File: src/rtl/psum_norm_unit.sv
`default_nettype none
// ======================================================================
// psum_norm_unit : L1 partial-sum normaliser feeding an FWFT output FIFO
// Rev 1.0 - initial release
// ======================================================================
module psum_norm_unit #(
  parameter int COL     = 8,
  parameter int BW_PSUM = 20,
  parameter int FRAC    = 8,
  parameter int DEPTH   = 16,
  parameter int SUM_BW  = BW_PSUM + 4
) (
  input  logic                     clk_i,
  input  logic                     reset_i,
  input  logic [BW_PSUM*COL-1:0]   in_i,
  input  logic                     in_valid_i,
  output logic                     in_ready_o,
  input  logic [1:0]               mode_i,
  output logic [SUM_BW-1:0]        sum_out_o,
  output logic                     sum_out_valid_o,
  input  logic [SUM_BW-1:0]        sum_in_i,
  input  logic                     sum_in_valid_i,
  output logic [BW_PSUM*COL-1:0]   out_o,
  output logic                     out_valid_o,
  input  logic                     out_rd_i,
  output logic [$clog2(DEPTH):0]   count_o
);
  localparam int LANE_W = (COL > 1) ? $clog2(COL) : 1;
  localparam int PTR_W  = $clog2(DEPTH);
  localparam int CNT_W  = PTR_W + 1;
  localparam int DIV_W  = SUM_BW + 1;
  localparam int REM_W  = DIV_W + 1;
  localparam int Q_W    = FRAC + 1;
  localparam int BIT_W  = $clog2(FRAC + 1);
  localparam logic [CNT_W-1:0]  C_DEPTH     = CNT_W'(DEPTH);
  localparam logic [LANE_W-1:0] C_LAST_LANE = LANE_W'(COL - 1);
  localparam logic [BIT_W-1:0]  C_LAST_BIT  = BIT_W'(FRAC);

  typedef enum logic [2:0] {IDLE, SUM, WAIT_SUM, DIV, PUSH} state_t;

  state_t                   state_q;
  logic [BW_PSUM*COL-1:0]   vec_q;
  logic                     global_q;
  logic [SUM_BW-1:0]        sum_out_q;
  logic                     sum_out_valid_q;
  logic [DIV_W-1:0]         div_q;
  logic [REM_W-1:0]         rem_q;
  logic [Q_W-1:0]           quo_q;
  logic [LANE_W-1:0]        lane_q;
  logic [BIT_W-1:0]         bit_q;
  logic [BW_PSUM*COL-1:0]   mem_q [DEPTH];
  logic [PTR_W-1:0]         wr_ptr_q;
  logic [PTR_W-1:0]         rd_ptr_q;
  logic [CNT_W-1:0]         count_q;

  function automatic logic [BW_PSUM-1:0] mag(input logic [BW_PSUM-1:0] x);
    return x[BW_PSUM-1] ? (~x + BW_PSUM'(1)) : x;
  endfunction

  logic [SUM_BW-1:0] sum_d;
  always_comb begin
    sum_d = '0;
    for (int i = 0; i < COL; i++) begin
      sum_d = sum_d + SUM_BW'(mag(vec_q[i*BW_PSUM +: BW_PSUM]));
    end
  end

  // One restoring step: remainder is kept pre-scaled so each cycle is a compare/subtract/shift.
  logic                 ge_d;
  logic [REM_W-1:0]     rem_sub_d;
  logic [Q_W-1:0]       quo_d;
  logic [LANE_W-1:0]    lane_nx_d;
  logic [BW_PSUM-1:0]   cur_x_d;
  logic [BW_PSUM-1:0]   nxt_mag_d;
  logic [BW_PSUM-1:0]   q_ext_d;
  logic [BW_PSUM-1:0]   res_lane_d;

  assign ge_d       = (rem_q >= REM_W'(div_q));
  assign rem_sub_d  = ge_d ? (rem_q - REM_W'(div_q)) : rem_q;
  assign quo_d      = {quo_q[Q_W-2:0], ge_d};
  assign lane_nx_d  = lane_q + LANE_W'(1);
  assign cur_x_d    = vec_q[lane_q*BW_PSUM +: BW_PSUM];
  assign nxt_mag_d  = mag(vec_q[lane_nx_d*BW_PSUM +: BW_PSUM]);
  assign q_ext_d    = (div_q == '0) ? '0 : BW_PSUM'(quo_d);
  assign res_lane_d = cur_x_d[BW_PSUM-1] ? (~q_ext_d + BW_PSUM'(1)) : q_ext_d;

  always_ff @(posedge clk_i) begin
    if (!reset_i) begin
      state_q         <= IDLE;
      vec_q           <= '0;
      global_q        <= 1'b0;
      sum_out_q       <= '0;
      sum_out_valid_q <= 1'b0;
      div_q           <= '0;
      rem_q           <= '0;
      quo_q           <= '0;
      lane_q          <= '0;
      bit_q           <= '0;
    end else begin
      sum_out_valid_q <= 1'b0;
      case (state_q)
        IDLE: begin
          if (in_valid_i && in_ready_o) begin
            vec_q    <= in_i;
            global_q <= (mode_i == 2'b10);
            state_q  <= (mode_i == 2'b01 || mode_i == 2'b10) ? SUM : PUSH;
          end
        end
        SUM: begin
          sum_out_q       <= sum_d;
          sum_out_valid_q <= 1'b1;
          div_q           <= DIV_W'(sum_d);
          rem_q           <= REM_W'(mag(vec_q[BW_PSUM-1:0]));
          quo_q           <= '0;
          lane_q          <= '0;
          bit_q           <= '0;
          state_q         <= global_q ? WAIT_SUM : DIV;
        end
        WAIT_SUM: begin
          if (sum_in_valid_i) begin
            div_q   <= DIV_W'(sum_out_q) + DIV_W'(sum_in_i);
            state_q <= DIV;
          end
        end
        DIV: begin
          if (bit_q == C_LAST_BIT) begin
            // Lane result overwrites its own raw value; later lanes are still untouched.
            vec_q[lane_q*BW_PSUM +: BW_PSUM] <= res_lane_d;
            if (lane_q == C_LAST_LANE) begin
              state_q <= PUSH;
            end else begin
              lane_q <= lane_nx_d;
              rem_q  <= REM_W'(nxt_mag_d);
              quo_q  <= '0;
              bit_q  <= '0;
            end
          end else begin
            rem_q <= rem_sub_d << 1;
            quo_q <= quo_d;
            bit_q <= bit_q + BIT_W'(1);
          end
        end
        PUSH:    state_q <= IDLE;
        default: state_q <= IDLE;
      endcase
    end
  end

  logic push_d;
  logic pop_d;
  assign push_d = (state_q == PUSH);
  assign pop_d  = out_rd_i && (count_q != '0);

  always_ff @(posedge clk_i) begin
    if (push_d) begin
      mem_q[wr_ptr_q] <= vec_q;
    end
  end

  always_ff @(posedge clk_i) begin
    if (!reset_i) begin
      wr_ptr_q <= '0;
      rd_ptr_q <= '0;
      count_q  <= '0;
    end else begin
      if (push_d) wr_ptr_q <= wr_ptr_q + PTR_W'(1);
      if (pop_d)  rd_ptr_q <= rd_ptr_q + PTR_W'(1);
      if (push_d && !pop_d)      count_q <= count_q + CNT_W'(1);
      else if (!push_d && pop_d) count_q <= count_q - CNT_W'(1);
    end
  end

  assign in_ready_o      = reset_i && (state_q == IDLE) && (count_q < C_DEPTH);
  assign sum_out_o       = sum_out_q;
  assign sum_out_valid_o = sum_out_valid_q;
  assign out_valid_o     = (count_q != '0);
  assign out_o           = out_valid_o ? mem_q[rd_ptr_q] : '0;
  assign count_o         = count_q;

endmodule
`default_nettype wire

File: config.mk
export PLATFORM = sky130hd
export DESIGN_NAME = psum_norm_unit
export DESIGN_NICKNAME = d
export VERILOG_FILES = /design/src/rtl/psum_norm_unit.sv
export SDC_FILE = /design/constraint.sdc
export NUM_CORES = 2
export LEC_CHECK = 0
export BUFFER_PORTS_ARGS = -buffer_cell sky130_fd_sc_hd__buf_2
export CAP_MARGIN = 25
export CORE_MARGIN = 1
export CORE_UTILIZATION = 45
export CTS_CLUSTER_DIAMETER = 50
export CTS_CLUSTER_SIZE = 30
export DETAILED_ROUTE_END_ITERATION = 8
export PLACE_DENSITY = 0.63
export SYNTH_ARGS = -nofsm -noshare
export SYNTH_HDL_FRONTEND = slang
export SYNTH_SLANG_ARGS = --single-unit
File: constraint.sdc
create_clock -name clk_i -period 13.2 [get_ports clk_i]
set_input_delay 1.32 -clock clk_i [delete_from_list [all_inputs] [get_ports clk_i]]
set_output_delay 1.32 -clock clk_i [all_outputs]
set_load 0.01 [all_outputs]
# Word level (Yosys, flattened, before mapping)
# Memories as Yosys holds them, arrays and structs flattened. A register that Yosys moved wholly into a read port is not among the register bits.
# Index checks and enable logic that the tools add are counted.
totals:
  reg_bits: 268
  latch_bits: 0
  ram_bits: 2560
  romBits: 0
  memories: 1
memory_table:
  columns: ["name", "depth", "word_bits", "read_ports", "rd_clocked_by_memory_dff", "write_ports", "line_no", "text"]
  rows:
  - ["mem_q", 16, 160, 1, 1, 1, "51", "logic [BW_PSUM*COL-1:0] mem_q [DEPTH];"]
classes:
  add_sub_neg: 26
  mul: 2
  div_mod_pow: 0
  magnitude_cmp: 2
  eq_ne: 14
  n_shift: 4
  muxes: 45
  n_bitwise: 10
  n_reduce_logical: 22
ops:
  columns: ["op", "count"]
  rows:
  - ["160-bit 2-to-1 mux", 3]
  - ["160-bit case mux with 2 select lines", 1]
  - ["160-bit by 9-bit variable part select with 20-bit output", 2]
  - ["20-bit by 1-bit adder with 20-bit output (second input constant)", 10]
  - ["20-bit 2-to-1 mux", 10]
  - ["20-bit inverter", 9]
  - ["160-bit bitwise mux", 1]
  - ["20-bit by 34-bit variable shift with 160-bit output (first input constant)", 1]
  - ["20-bit by 34-bit variable part select with 160-bit output", 1]
  - ["24-bit by 20-bit adder with 24-bit output", 3]
  - ["26-bit 2-to-1 mux", 2]
  - ["26-bit case mux with 2 select lines", 1]
  - ["25-bit 2-to-1 mux", 2]
  - ["25-bit case mux with 2 select lines", 1]
  - ["8-bit negator with 34-bit output", 1]
  - ["26-bit by 25-bit greater-or-equal comparator with 1-bit output", 1]
  - ["24-bit by 24-bit adder with 25-bit output", 1]
  - ["25-bit zero test", 1]
  - ["25-bit subtractor", 1]
  - ["23-bit by 20-bit adder with 24-bit output", 1]
  - ["22-bit by 20-bit adder with 23-bit output", 1]
  - ["21-bit by 20-bit adder with 22-bit output", 1]
  - ["20-bit by 20-bit adder with 21-bit output", 1]
  - ["3-bit 2-to-1 mux", 7]
  - ["other kinds (33)", 62]

# Logic depth before layout (Yosys ltp)
logic_depth:
  depth_word: 11
  ltp_mapped: 25

# Least setup slack after synthesis
# Ideal clock, no wire load.
synth_timing:
  kind: "flip-flop to flip-flop"
  from: "register state_q[2]"
  to: "memory mem_q[3][0] (netlist bit), enable pin"
  setup_time_ns: 0.874
  t_arrival_ns: 12.235
  t_required_ns: 12.326
  slack_ns: 0.091
  path_stages_with_launch: 5
  n_path_buf: 0
  synth_period_minus_slack_ns: 13.109
  path_cell_list: "dfxtp_1 -> clkinv_1 -> nor3_1 -> nand2_1 -> nor3_1"
synth_via:
  elab_chain_cells: 3
synth_rtl:
  columns: ["item", "line_no", "text"]
  rows:
  - ["start: declaration", "41", "state_t state_q;"]
  - ["start signal: assignment", "106", "state_q <= (mode_i == 2'b01 || mode_i == 2'b10) ? SUM : PUSH;"]
  - ["start signal: assignment", "117", "state_q <= global_q ? WAIT_SUM : DIV;"]
  - ["3-bit equality test", "151", "assign push_d = (state_q == PUSH);"]
  - ["1-bit 2-to-1 mux", "155", "if (push_d) begin"]
  - ["1-bit 2-to-1 mux (implied by the code)", "156", "mem_q[wr_ptr_q] <= vec_q;"]
  - ["end: declaration", "51", null]
# No other way between the ends.

# Worst setup path after layout
layout_timing:
  from: "register vec_q[101]"
  to: "register sum_out_q[22] (netlist: sum_out_o[22])"
layout_via:
  elab_chain_cells: 6
layout_rtl:
  columns: ["item", "line_no", "text"]
  rows:
  - ["start: declaration", "42", "logic [BW_PSUM*COL-1:0] vec_q;"]
  - ["start signal: assignment", "104", "vec_q <= in_i;"]
  - ["start signal: indexed assignment", "128", "vec_q[lane_q*BW_PSUM +: BW_PSUM] <= res_lane_d;"]
  - ["20-bit inverter", "57", "return x[BW_PSUM-1] ? (~x + BW_PSUM'(1)) : x;"]
  - ["20-bit by 1-bit adder with 20-bit output", "57", null]
  - ["20-bit 2-to-1 mux (*)", "57", null]
  - ["24-bit by 20-bit adder with 24-bit output (*) (3 in a row)", "64", "sum_d = sum_d + SUM_BW'(mag(vec_q[i*BW_PSUM +: BW_PSUM]));"]
  - ["end signal: assignment", "110", "sum_out_q <= sum_d;"]
  - ["end: declaration", "44", "logic [SUM_BW-1:0] sum_out_q;"]
# Mark *: on every way between the ends. The rest lies on a longest branch, timed or not.
# A chain may end at the register's enable or synchronous reset.

==> flow_results.org <==
** Global routing
- Entering global routing, the biggest net connects 134 pins.
- The number of antenna violations at the first check in global routing is 75.
- Summed over all layers, the global routing overflow is 0.
- Overall fraction of global-route tracks in use :: 29.28%
- The number of global-route vias before repair is 71100.
- Global-route wire length before repair :: 556.7 mm

** Timing
- The final hold violation count came to 0.
- Fraction of the cycle the final worst path needs :: 54.35%
- Setup Skew :: 154.0 ps
- The worst path in the final design needs a cycle of 7175 ps, including I/O delays and setup.
- Slew headroom :: 20.17%
- FMAX :: 0.1394 GHz
- Pin slew with the least headroom to its limit :: 1196 ps
- Setup repair after global routing left no endpoint under its margin.
- For the final routed database, the setup TNS stands at 0 ps.
- Setup violations remaining at the end of the flow were counted as 0.
- The number of max-slew violations in the final report is 0.

** Final layout
- Cells with a size suffix above 1 make up 27.21% of the layout.
- In the final design database the tool counted 7914 nets.
- Area grow syn2layout :: 14.93%
- Final Core Density :: 52.11%
- The finished cells cover 140000 um^2.
- Fillers :: 21620

** Synth
- Share of the synthesized area in the top cell type :: 63.11%
- Post-Syn Nets :: 7325
- Leading area contributor after synthesis :: sky130_fd_sc_hd__edfxtp_1
- Cell variety after synth :: 103
- After technology mapping, the gate count stands at 6907.
- In the synthesized netlist the dominant register cell turns out to be sky130_fd_sc_hd__edfxtp_1.
- Most frequently used cell type in the post-synthesis netlist :: sky130_fd_sc_hd__edfxtp_1
- Summing the areas of all and, or, nand and nor instances in the mapped netlist gives 4.872% of the synthesized area.
- Post-synthesis share of cell area spent on full adders, half adders and majority gates :: 3.084%
- In the synthesized netlist the async set-or-reset flop fraction comes to 0%.
- Cell area after synthesis :: 121800 um^2
- Flip-flop and latch count after synthesis :: 2831
- Sequential cell area fraction in the yosys report :: 67.56%
- Summing the areas of all compound-gate instances in the mapped netlist gives 5.281% of the synthesized area.
- Dominant combinational cell family by area after synthesis :: multiplexers
- In this run, synthesis inferred 2560 flip-flops with an integrated enable.
- A synthesized cell averages 17.64 um^2.
- For this run, the number of Yosys warnings is 0.
- List of most frequent post-synthesis cells :: sky130_fd_sc_hd__edfxtp_1 (2560), sky130_fd_sc_hd__mux4_2 (842), sky130_fd_sc_hd__nand2_1 (370), sky130_fd_sc_hd__clkbuf_1 (272), sky130_fd_sc_hd__dfxtp_1 (271)
- Ranking of synthesized cells by area :: sky130_fd_sc_hd__edfxtp_1 (63%), sky130_fd_sc_hd__mux4_2 (16%), sky130_fd_sc_hd__dfxtp_1 (4.5%)
- Post-synthesis mux area share :: 15.88%
- After Yosys synthesis, XOR and XNOR cells account for 1.589% of the synthesized area.

** Placed design
- Summed over all nets, the half-perimeter wirelength after detailed placement is 255.5 mm.
- Post-Place Cell Area :: 129100 um^2
- Number of buffers added on ports :: 381
- Routability congestion estimate :: 1.013

** CTS
- The H-tree generated during clock tree synthesis spans 5 levels.
- Number of clock sinks :: 2831
- Clock-pin slew was measured on the worst setup and hold paths at 60 ps.
- In this run the deepest clock path goes through 4 buffers.
- Post-CTS repair changed the size of 0 cells.
- Clock latency on the worst-skew pair, taken at its later pin, is 960 ps.
- TritonCTS built the clock tree.
- In this run the clock root is driven by a sky130_fd_sc_hd__clkbuf_16.
- Buffers inserted during clock tree synthesis total 297.
- Setup Fix Bufs, Post-CTS :: 0
- The number of hold buffers added after CTS was 0.

** Flow run
- Max-cap violations :: 0

** Die
- For this configuration, the core starts out at a cell density of 45.34%.
- Placement row count :: 190
- In this run the standard cell core region covers 268600 um^2.
- Vertical die dimension :: 522.3 um
- In this run the count of I/O pins placed on the die edge is 383.
- X dimension of the die :: 522.3 um
- The die covers 272800 um^2.

** Run status
- Run status :: completed

** Worst setup path
- Required time at the endpoint of the critical path :: 13870 ps
- Sort of element at the end of the critical path :: flip-flop
- STA puts the critical path data arrival time at 7850 ps.
- Worst setup path category :: flip-flop to flip-flop
- The worst setup path is launched from a flip-flop.
- Max FO, Critical Path :: 21

** Power
- Share of power burned in registers :: 31.8%
- Switch Pwr :: 0.01359 W
- Sw Share :: 39.48%
- Per report_power, the clock group accounts for 25.8% of the total.
- In this run the power density over the cells is 245.9 nW/um^2.
- Int Pwr :: 0.02083 W
- In this run, the combinational gates consume 42.4% of the power.
- For this design the static power due to leakage is 45.79 nW.
- VDD sags by at most 0.6690 mV.

** Detailed routing
- For this block, the routed nets add up to 400.6 mm of wire.
- Routed len/inst :: 35.39 um
- Number of vias after detailed routing :: 72450
- Detailed Route Iter0 Violations :: 10030
- 1st-pass router iterations :: 8
- After detailed routing, the number of vias per cell comes to 6.400.
- For this run, design rule violations remaining after detail routing come to 0.
- DRT antenna net count :: 0

** Min path
- The path class of the tightest hold or removal check is flip-flop to flip-flop.
## cells in the final DEF, fill, tap and decap left out, drive strengths merged, types with 56 or more instances in the layout
cell / netlist / final
fa: 122 / 122
nand3: 115 / 115
dfxtp: 271 / 271
edfxtp: 2560 / 2560
nor2: 234 / 234
xor2: 115 / 115
xnor2: 106 / 106
nor3: 67 / 67
a21oi: 238 / 238
and3: 64 / 64
clkinv: 2 / 73
a31oi: 56 / 56
buf: 98 / 660
clkbuf: 272 / 317
o21ai: 275 / 275
and2: 174 / 174
inv: 175 / 285
nand2: 371 / 371
ha: 105 / 105
mux4: 842 / 842
## registers in the layout, summed over array words and instances (netlist names), 5 cells and up, named ones only
name,cells
vec_q,160
sum_out_o,23
rem_q,26
div_q,25
mem_q,2560
quo_q,8
count_o,5
## cells by family (layout without fill, tap and decap cells)
logic type / after synthesis / in the layout
buffers and inverters: 547 / 1375
other: 1 / 35
DFF: 2831 / 2831
xor gates and xnor gates: 221 / 221
and+or+nand+nor: 1205 / 1205
muxes: 879 / 879
AOI/OAI and AO/OA: 996 / 996
adders and majority gates: 227 / 227
## worst max-delay path, cell delays in order, from the launching register on
cell                       delay (ps)
sky130_fd_sc_hd__dfxtp_1          660
sky130_fd_sc_hd__nor3_1           350
sky130_fd_sc_hd__nand2_1          120
sky130_fd_sc_hd__or3_1            360
sky130_fd_sc_hd__or3_1            380
sky130_fd_sc_hd__or4_1            450
sky130_fd_sc_hd__o21ai_0          200
sky130_fd_sc_hd__xor2_1           220
sky130_fd_sc_hd__fa_1             490
sky130_fd_sc_hd__fa_1             540
sky130_fd_sc_hd__fa_1             500
sky130_fd_sc_hd__inv_1             50
sky130_fd_sc_hd__fa_1             450
sky130_fd_sc_hd__ha_1             360
sky130_fd_sc_hd__a21o_1           200
sky130_fd_sc_hd__a21oi_1          140
sky130_fd_sc_hd__o21ai_0          140
sky130_fd_sc_hd__nand3_1          100
sky130_fd_sc_hd__o211ai_1         120
sky130_fd_sc_hd__o21a_1           210
sky130_fd_sc_hd__o21a_1           180
sky130_fd_sc_hd__o21a_1           160
sky130_fd_sc_hd__o21ai_0          410
sky130_fd_sc_hd__a21oi_1          140
## stage by stage
step	std cells	setup WS, ps	power (W)	hold slack (ps)
after floorplan	6907	90.88	0.02022	436.4
after global routing	11300	5659	0.03598	493.2
after CTS	11270	6102	0.03426	481.5
after global placement	10720	6289	0.02524	464.4
after detailed placement	10730	6276	0.02528	467.9
final	11320	6025	0.03443	484.0
## cell type report
class	count	area, um^2	share of cell area (%)
antenna	34	85.08	0.06077
clock buffer	317	7655	5.468
clock inverter	221	2831	2.023
inverter	177	669.4	0.4781
multi-input combinational	3529	37610	26.86
sequential	2831	82320	58.80
tap	3552	4444	3.175
timing repair buffer	660	4390	3.136
## worst paths after layout
check / from / to / slack [ps] / cells past startpoint
min: sum_out_o[2]$_SDFFE_PN0P_ / sum_out_o[2]$_SDFFE_PN0P_ / 480 / 2
min reg2reg: sum_out_o[2]$_SDFFE_PN0P_ / sum_out_o[2]$_SDFFE_PN0P_ / 480 / 2
max reg2reg: vec_q[101]$_SDFFE_PN0P_ / sum_out_o[22]$_SDFFE_PN0P_ / 6030 / 23
max: vec_q[101]$_SDFFE_PN0P_ / sum_out_o[22]$_SDFFE_PN0P_ / 6030 / 23
## metal layers
metal / up-vias / routed length [um] / track usage, %
met2: 4113 / 184800 / 45.34
met3: 789 / 37950 / 5.950
met5: - / 172 / 0
met4: 24 / 20700 / 13.13
li1: 29130 / - / -
met1: 38390 / 156900 / 40.16
## power groups by stage
stage | Combinational, W | Clock [W] | Sequential (W)
6_report | 0.0146 | 0.00888 | 0.0109
5_1_grt | 0.0157 | 0.00931 | 0.0110
4_1_cts | 0.0143 | 0.00899 | 0.0110
3_5_place_dp | 0.0141 | 0 | 0.0112
3_3_place_gp | 0.0141 | 0 | 0.0111
2_1_floorplan | 0.00920 | 0 | 0.0110
(Power assumes the default switching activity.)
